--- config.mk ---
export PLATFORM = sky130hd
export DESIGN_NAME = int_dispatcher
export DESIGN_NICKNAME = d
export VERILOG_FILES = /design/src/rtl/int_dispatcher.sv
export SDC_FILE = /design/constraint.sdc
export NUM_CORES = 1
export LEC_CHECK = 0
export CAP_MARGIN = 30
export CORE_MARGIN = 2
export CORE_UTILIZATION = 40
export DETAILED_ROUTE_END_ITERATION = 16
export GPL_TIMING_DRIVEN = 1
export PLACE_DENSITY = 0.76
export SLEW_MARGIN = 20
export SYNTH_ARGS = -nofsm -noshare
export SYNTH_HDL_FRONTEND = slang
export SYNTH_SLANG_ARGS = --single-unit
--- constraint.sdc ---
create_clock -name clk -period 2.25 [get_ports clk]
set_clock_uncertainty 0.2 [all_clocks]
set_input_delay 0.5625 -clock clk [delete_from_list [all_inputs] [get_ports clk]]
set_output_delay 0.5625 -clock clk [all_outputs]
set_load 0.005 [all_outputs]
--- src/rtl/int_dispatcher.sv ---
// Interrupt dispatcher: pending latch, priority pick, two-phase ack, timeout.
// Define INT_DISPATCHER_RR_EN for round-robin selection instead of fixed priority.
module int_dispatcher #(
  parameter int N              = 32,
  parameter int ID_WIDTH       = $clog2(N),
  parameter int TIMEOUT_CYCLES = 1024
) (
  input  logic                clk,
  input  logic                rst,
  input  logic [N-1:0]        irq_in,
  input  logic [N-1:0]        irq_mask,
  output logic                int_valid,
  output logic [ID_WIDTH-1:0] int_ID,
  input  logic                ack_start,
  input  logic [ID_WIDTH-1:0] ack_start_id,
  input  logic                ack_end,
  input  logic [ID_WIDTH-1:0] ack_end_id,
  output logic                busy,
  output logic [N-1:0]        pending,
  output logic                timeout_pulse,
  output logic [ID_WIDTH-1:0] timeout_id
);

  localparam int CW = (TIMEOUT_CYCLES > 2) ? $clog2(TIMEOUT_CYCLES) : 1;

  localparam logic [1:0] S_IDLE = 2'd0;
  localparam logic [1:0] S_REQ  = 2'd1;
  localparam logic [1:0] S_SVC  = 2'd2;

  logic [1:0]          state_q, state_d;
  logic [ID_WIDTH-1:0] id_q, id_d;
  logic [CW-1:0]       cnt_q, cnt_d;
  logic [N-1:0]        pend_q, pend_d;
  logic                tp_q, tp_d;
  logic [ID_WIDTH-1:0] tid_q, tid_d;

  logic [N-1:0]        elig;
  logic [N-1:0]        clr;
  logic [ID_WIDTH-1:0] start;
  logic [ID_WIDTH-1:0] sel_id;
  logic                sel_found;
  logic                expired;
  logic [CW-1:0]       cnt_dec;
  logic                done;
  int                  idx;

  assign elig    = pend_q & irq_mask;
  assign expired = (cnt_q == '0);
  assign cnt_dec = expired ? '0 : cnt_q - 1'b1;

  // Search wraps from start so one loop serves both selection modes.
  always_comb begin
    sel_found = 1'b0;
    sel_id    = '0;
    idx       = 0;
    for (int i = 0; i < N; i++) begin
      idx = (int'(start) + i) % N;
      if (!sel_found && elig[idx]) begin
        sel_found = 1'b1;
        sel_id    = ID_WIDTH'(idx);
      end
    end
  end

  always_comb begin
    state_d = state_q;
    id_d    = id_q;
    cnt_d   = cnt_q;
    clr     = '0;
    tp_d    = 1'b0;
    tid_d   = tid_q;
    done    = 1'b0;
    unique case (state_q)
      S_IDLE: begin
        if (sel_found) begin
          state_d = S_REQ;
          id_d    = sel_id;
          cnt_d   = CW'(TIMEOUT_CYCLES - 1);
        end
      end
      S_REQ: begin
        cnt_d = cnt_dec;
        if (ack_start && ack_start_id == id_q) begin
          state_d = S_SVC;
        end else if (expired) begin
          state_d = S_IDLE;
          tp_d    = 1'b1;
          tid_d   = id_q;
        end
      end
      S_SVC: begin
        cnt_d = cnt_dec;
        if (ack_end && ack_end_id == id_q) begin
          state_d     = S_IDLE;
          clr[id_q]   = 1'b1;
          done        = 1'b1;
        end else if (expired) begin
          state_d = S_IDLE;
          tp_d    = 1'b1;
          tid_d   = id_q;
        end
      end
      default: state_d = S_IDLE;
    endcase
    // A new request on the clearing edge must survive.
    pend_d = (pend_q & ~clr) | irq_in;
  end

`ifdef INT_DISPATCHER_RR_EN
  logic [ID_WIDTH-1:0] ptr_q;

  always_ff @(posedge clk or posedge rst) begin
    if (rst) begin
      ptr_q <= '0;
    end else if (done) begin
      ptr_q <= (int'(id_q) == N - 1) ? '0 : id_q + 1'b1;
    end
  end

  assign start = ptr_q;
`else
  assign start = '0;
`endif

  always_ff @(posedge clk or posedge rst) begin
    if (rst) begin
      state_q <= S_IDLE;
      id_q    <= '0;
      cnt_q   <= '0;
      pend_q  <= '0;
      tp_q    <= 1'b0;
      tid_q   <= '0;
    end else begin
      state_q <= state_d;
      id_q    <= id_d;
      cnt_q   <= cnt_d;
      pend_q  <= pend_d;
      tp_q    <= tp_d;
      tid_q   <= tid_d;
    end
  end

  assign int_valid     = (state_q == S_REQ);
  assign busy          = (state_q != S_IDLE);
  assign int_ID        = id_q;
  assign pending       = pend_q;
  assign timeout_pulse = tp_q;
  assign timeout_id    = tid_q;

endmodule

=== Yosys cells after proc, flatten, opt, wreduce, memory -nomap -nowiden ===
Cells that the tools add are included.

* Register bits after elaboration: 55
* Input bits: 78
* Output and inout port bits: 45
* Word-level logic and storage cells: 177

* $add $sub $neg: 1
* Order comparisons: 2
* Equality and inequality tests: 7
* Mux-type cells: 83
* Bitwise operators: 4
* Reduce and logical (&&, ||, !) cells: 74

{| class="wikitable"
|+ Operator list
! kind !! number
|-
| $mux 5 || 19
|-
| $and 32x32->32 || 2
|-
| $mux 32 || 2
|-
| $mux 1 || 37
|-
| $logic_and 1x1->1 || 34
|-
| $mux 4 || 8
|-
| $not 32->32 || 1
|-
| $or 32x32->32 || 1
|-
| $logic_not 1->1 || 31
|-
| $mux 10 || 2
|-
| $pmux 10 s2 || 1
|-
| $mux 2 || 6
|-
| $mux 3 || 4
|-
| $eq 5x5->1 || 2
|-
| $logic_not 10->1 || 1
|-
| $pmux 5 s2 || 1
|-
| $sub 10x1->10 const B || 1
|-
| $lt 5x6->1 const B || 1
|-
| $ne 2x2->1 const B || 3
|-
| $pmux 2 s3 || 1
|-
| $reduce_bool 2->1 || 3
|-
| $demux 1 s5 || 1
|-
| $ge 5x1->1 const B || 1
|-
| $reduce_and 2->1 || 2
|-
| other kinds (6) || 6
|}

=== Longest topological paths before layout ===
* Word-level depth: 97
* Depth in mapped cells: 9
* Mapped depth without buffers: 7

=== Worst setup path before layout ===
No wires, ideal clock.

* Path type: input port to flip-flop
* From: in irq_mask[0]
* To: reg cnt_q[9]
* Library setup time: 0.126 ns
* Arrival time: 1.870 ns
* Required time: 1.924 ns
* Setup slack: 0.054 ns
* Stages: 7
* Buffers on the path: 2
* Path through: a22oi_1 -> and4_1 -> clkbuf_2 -> and4_2 -> buf_6 -> a21oi_1 -> a221o_1

* Cells in the longest elaborated chain, start to end: 97

{| class="wikitable"
|+ Ends and longest elaborated chain
! element !! line !! text
|-
| start: declaration || 11 || <nowiki>input logic [N-1:0] irq_mask,</nowiki>
|-
| $and 32x32->32 * || 47 || <nowiki>assign elig = pend_q & irq_mask;</nowiki>
|-
| $mux 1 * || 58 || <nowiki>if (!sel_found && elig[idx]) begin</nowiki>
|-
| $logic_not 1->1 || 58 ||
|-
| $logic_and 1x1->1 || 58 ||
|-
| $mux 1 * || 58 ||
|-
| $logic_not 1->1 || 58 ||
|-
| $logic_and 1x1->1 || 58 ||
|-
| $mux 1 * || 58 ||
|-
| [81 not listed] || n/a ||
|-
| $logic_not 1->1 || 58 ||
|-
| $logic_and 1x1->1 || 58 ||
|-
| $mux 1 * || 58 ||
|-
| $logic_not 1->1 || 58 ||
|-
| $logic_and 1x1->1 || 58 ||
|-
| $mux 1 * || 58 ||
|-
| $ne 2x2->1 (no source line) * || n/a ||
|-
| $reduce_and 2->1 (no source line) * || n/a ||
|-
| end signal: assignment || 136 || <nowiki>cnt_q <= cnt_d;</nowiki>
|-
| end: declaration || 32 || <nowiki>logic [CW-1:0] cnt_q, cnt_d;</nowiki>
|}

Mark *: on every way between the ends. The rest lies on a longest branch, timed or not.
A chain may end at the register's enable or synchronous reset.

=== Worst setup path after layout ===
* From: in ack_end_id[2]
* To: reg tid_q[2] (netlist: timeout_id[2])

* Cells in the longest elaborated chain, start to end: 4

{| class="wikitable"
|+ Ends and longest elaborated chain
! element !! line !! text
|-
| start: declaration || 17 || <nowiki>input logic [ID_WIDTH-1:0] ack_end_id,</nowiki>
|-
| $eq 5x5->1 || 93 || <nowiki>if (ack_end && ack_end_id == id_q) begin</nowiki>
|-
| $logic_and 1x1->1 || 93 ||
|-
| $ne 2x2->1 (no source line) || n/a ||
|-
| $reduce_and 3->1 (no source line) || n/a ||
|-
| end signal: assignment || 139 || <nowiki>tid_q <= tid_d;</nowiki>
|-
| end: declaration || 35 || <nowiki>logic [ID_WIDTH-1:0] tid_q, tid_d;</nowiki>
|}

Every way passes these cells.

==> results.cfg <==
[status]
status = finished, violations left
violations = negative setup slack

[finish]
area_delta_synth_final_pct = 69.0
diodes = 0
final_cell_mix = clkdlybuf4s50_1, buf_4, dfrtp_1
multiInputGateArea_sq_um = 1980
nNetsFinal = 626
final_common_cell = clkdlybuf4s50_1
final-seq-area_sq_um = 1380
drive_gt1_frac = 0.272
nFillCells = 648

[place]
dp_hpwl_mm = 8.89
routabilityCongestion = 0.880
io_buffers = 122

[route]
ant_nets = 0
vias_per_cell = 5.94
wire_per_inst_um = 18.9
drt_wl_total_mm = 12.3
wl_met3_um = 977
dr.max_layer_used = met4
drcViolationCount = 0
vias = 3852
route.layer.met1.wl_mm = 4.84
wl_met2_mm = 6.15
drtIter0Drc = 273
firstDrtPassIters = 6

[sta]
worst_pin_slew_ps = 506
worst_slack_ps = -23.3
hold_viol = 0
grt_setup_unrepaired = yes
final-setup-viol-count = 8
slew_violations = 0
fmax_mhz = 440
holdWs_ps = 308
finalCritPeriodShare = 1.01
layout_min_cycle_time_ps = 2270
max_slew_margin = 0.662

[worst_setup_path]
cp.required_ps = 2280
critPathCaptureType = flop
worstSetupPathType = primary input to flop
path_max_fanout = 5
cp-start-kind = primary input
worstPathArrival_ps = 2300

[die]
rows = 33
dieArea_sq_um = 8970
die_h_um = 94.7
core_sq_um = 8090
fp.dieW_um = 94.7
num_io_pins = 123
start_util = 0.407

[clock_tree]
cts_tree = yes
cts.sinks = 55
cts_made_buffers = 5
cts_hold_buffers = 0
cts_max_path_buffers = 2
clk_latency_ps = 340
cts_root_buf = clkbuf_8
cts-htree-levels = 2
clkTransAtPathRegs_ps = 120

[synthesis]
synth_warnings = 0
ys_types = 57
syn_nets = 435
synth_edf_count = 0
synth_ff_type = dfrtp_1
ys_seq_elements = 55
seq_area_frac_synth = 0.418
synth.cell_area_sq_um = 3290
syn_area_per_cell_sq_um = 9.35
async_flop_share = 1.00
synthCells = 352

[job]
maxCapViolCount = 0

[power_and_ir_drop]
vdd_drop_max_mv = 0.415
p_leak_uw = 0.00234
total_power_uw = 3850
power_density_nw_per_um2 = 691

[global_route]
antenna_found_initial = 0
grt_max_degree = 24
grt_pass1_vias = 3716
grt_pass1_wl_mm = 18.5
gr-usage-all-layers = 0.268
grt_overflow = 0

[worst_hold_path]
holdCritPathClass = primary input to async pin
-- cell usage after synthesis (all sizes together) (3+ instances only) --
cell type | n | share of area
a21oi | 17 | 0.027
a22oi | 16 | 0.036
o2bb2ai | 6 | 0.016
nand3 | 16 | 0.024
a21boi | 3 | 0.0068
nor2 | 20 | 0.023
a2111oi | 5 | 0.013
nor3b | 3 | 0.0068
o22ai | 3 | 0.0057
nor3 | 10 | 0.019
nand4b | 3 | 0.013
xor2 | 8 | 0.021
a32oi | 4 | 0.011
and4 | 9 | 0.024
nand4 | 5 | 0.0095
and2 | 5 | 0.0095
a21o | 20 | 0.046
nand2 | 32 | 0.036
mux2 | 7 | 0.024
dfrtp | 55 | 0.42
o31ai | 5 | 0.011
inv | 19 | 0.022
buf | 7 | 0.014
clkbuf | 9 | 0.011
nand2b | 8 | 0.015
a32o | 4 | 0.012
o21ai | 16 | 0.024
ha | 5 | 0.019
-- worst max-delay path: stages --
cell and delay [ps]:
clkdlybuf4s50_1 420, xor2_1 190, nor4_4 330, and3_4 260, nand4b_4 180, mux2_2 350
-- final cells by class --
| cell class | instances | share of cell area |
|---|---|---|
| multi-input combinational | 262 | 0.356 |
| timing repair buffer | 199 | 0.338 |
| sequential | 55 | 0.248 |
| tap | 105 | 0.0236 |
| inverter | 20 | 0.0135 |
| clock buffer | 5 | 0.0124 |
| clock inverter | 3 | 0.00900 |
-- state kept, by name, indices dropped and copies added, names as in the netlist --
signal / count
timeout_id: 5
timeout_pulse: 1
pending: 32
int_ID: 5
state_q: 2
cnt_q: 10
-- repair_timing --
item | in CTS | in global routing
setup endpoints to repair | 23 | 48
pin swaps | 4 | 29
cloned | 1 | 0
setup buffers | 8 | 5
gates resized for setup | 34 | 51
-- layer usage --
layer,vias to the layer above,GRT usage
met4,0,0.0930
met5,-,0
met2,213,0.452
met1,1898,0.339
li1,1711,-
met3,30,0.0583
-- path summary, 6_finish.rpt --
path | slack (ps) | endpoint | cells past startpoint | from
min | 310 | pending[21] | 2 | rst
max reg2reg | 10 | timeout_id[2] | 6 | int_ID[3]
max in group asynchronous | 1060 | int_ID[1] | 3 | rst
min reg2reg | 320 | timeout_id[1] | 1 | timeout_id[1]
max | -20 | timeout_id[2] | 6 | ack_end_id[2]
min in group clk | 320 | timeout_id[1] | 1 | timeout_id[1]
-- cells by family after synthesis --
kind of cell / after synthesis / share of synthesized area
xor+xnor: 10 / 0.0266
fa+ha+maj: 5 / 0.0190
flops: 55 / 0.418
buf+inv: 36 / 0.0479
compound gates: 116 / 0.254
simple gates: 123 / 0.211
mux: 7 / 0.0239
-- through the flow --
| step | util | setup TNS [ps] | setup WS [ps] | instance area (sq um) | std cells |
|---|---|---|---|---|---|
| 4_1_cts | 0.660 | 0 | 0.238 | 5340 | 644 |
| 6_report | 0.687 | -99.8 | -23.3 | 5560 | 649 |
| 5_1_grt | 0.687 | -1430 | -88.0 | 5560 | 649 |
| 3_5_place_dp | 0.626 | -18040 | -486 | 5070 | 627 |
| 2_1_floorplan | - | 0 | 53.8 | 3290 | 352 |
| 3_3_place_gp | 0.626 | -16650 | -498 | 5070 | 627 |
-- power breakdown --
group / total [uW] / switching (uW) / internal [uW]
clock: 734 / 390 / 344
sequential: 1180 / 103 / 1080
combinational: 1930 / 1020 / 904
Note: power is estimated with default switching activity, not from simulation.
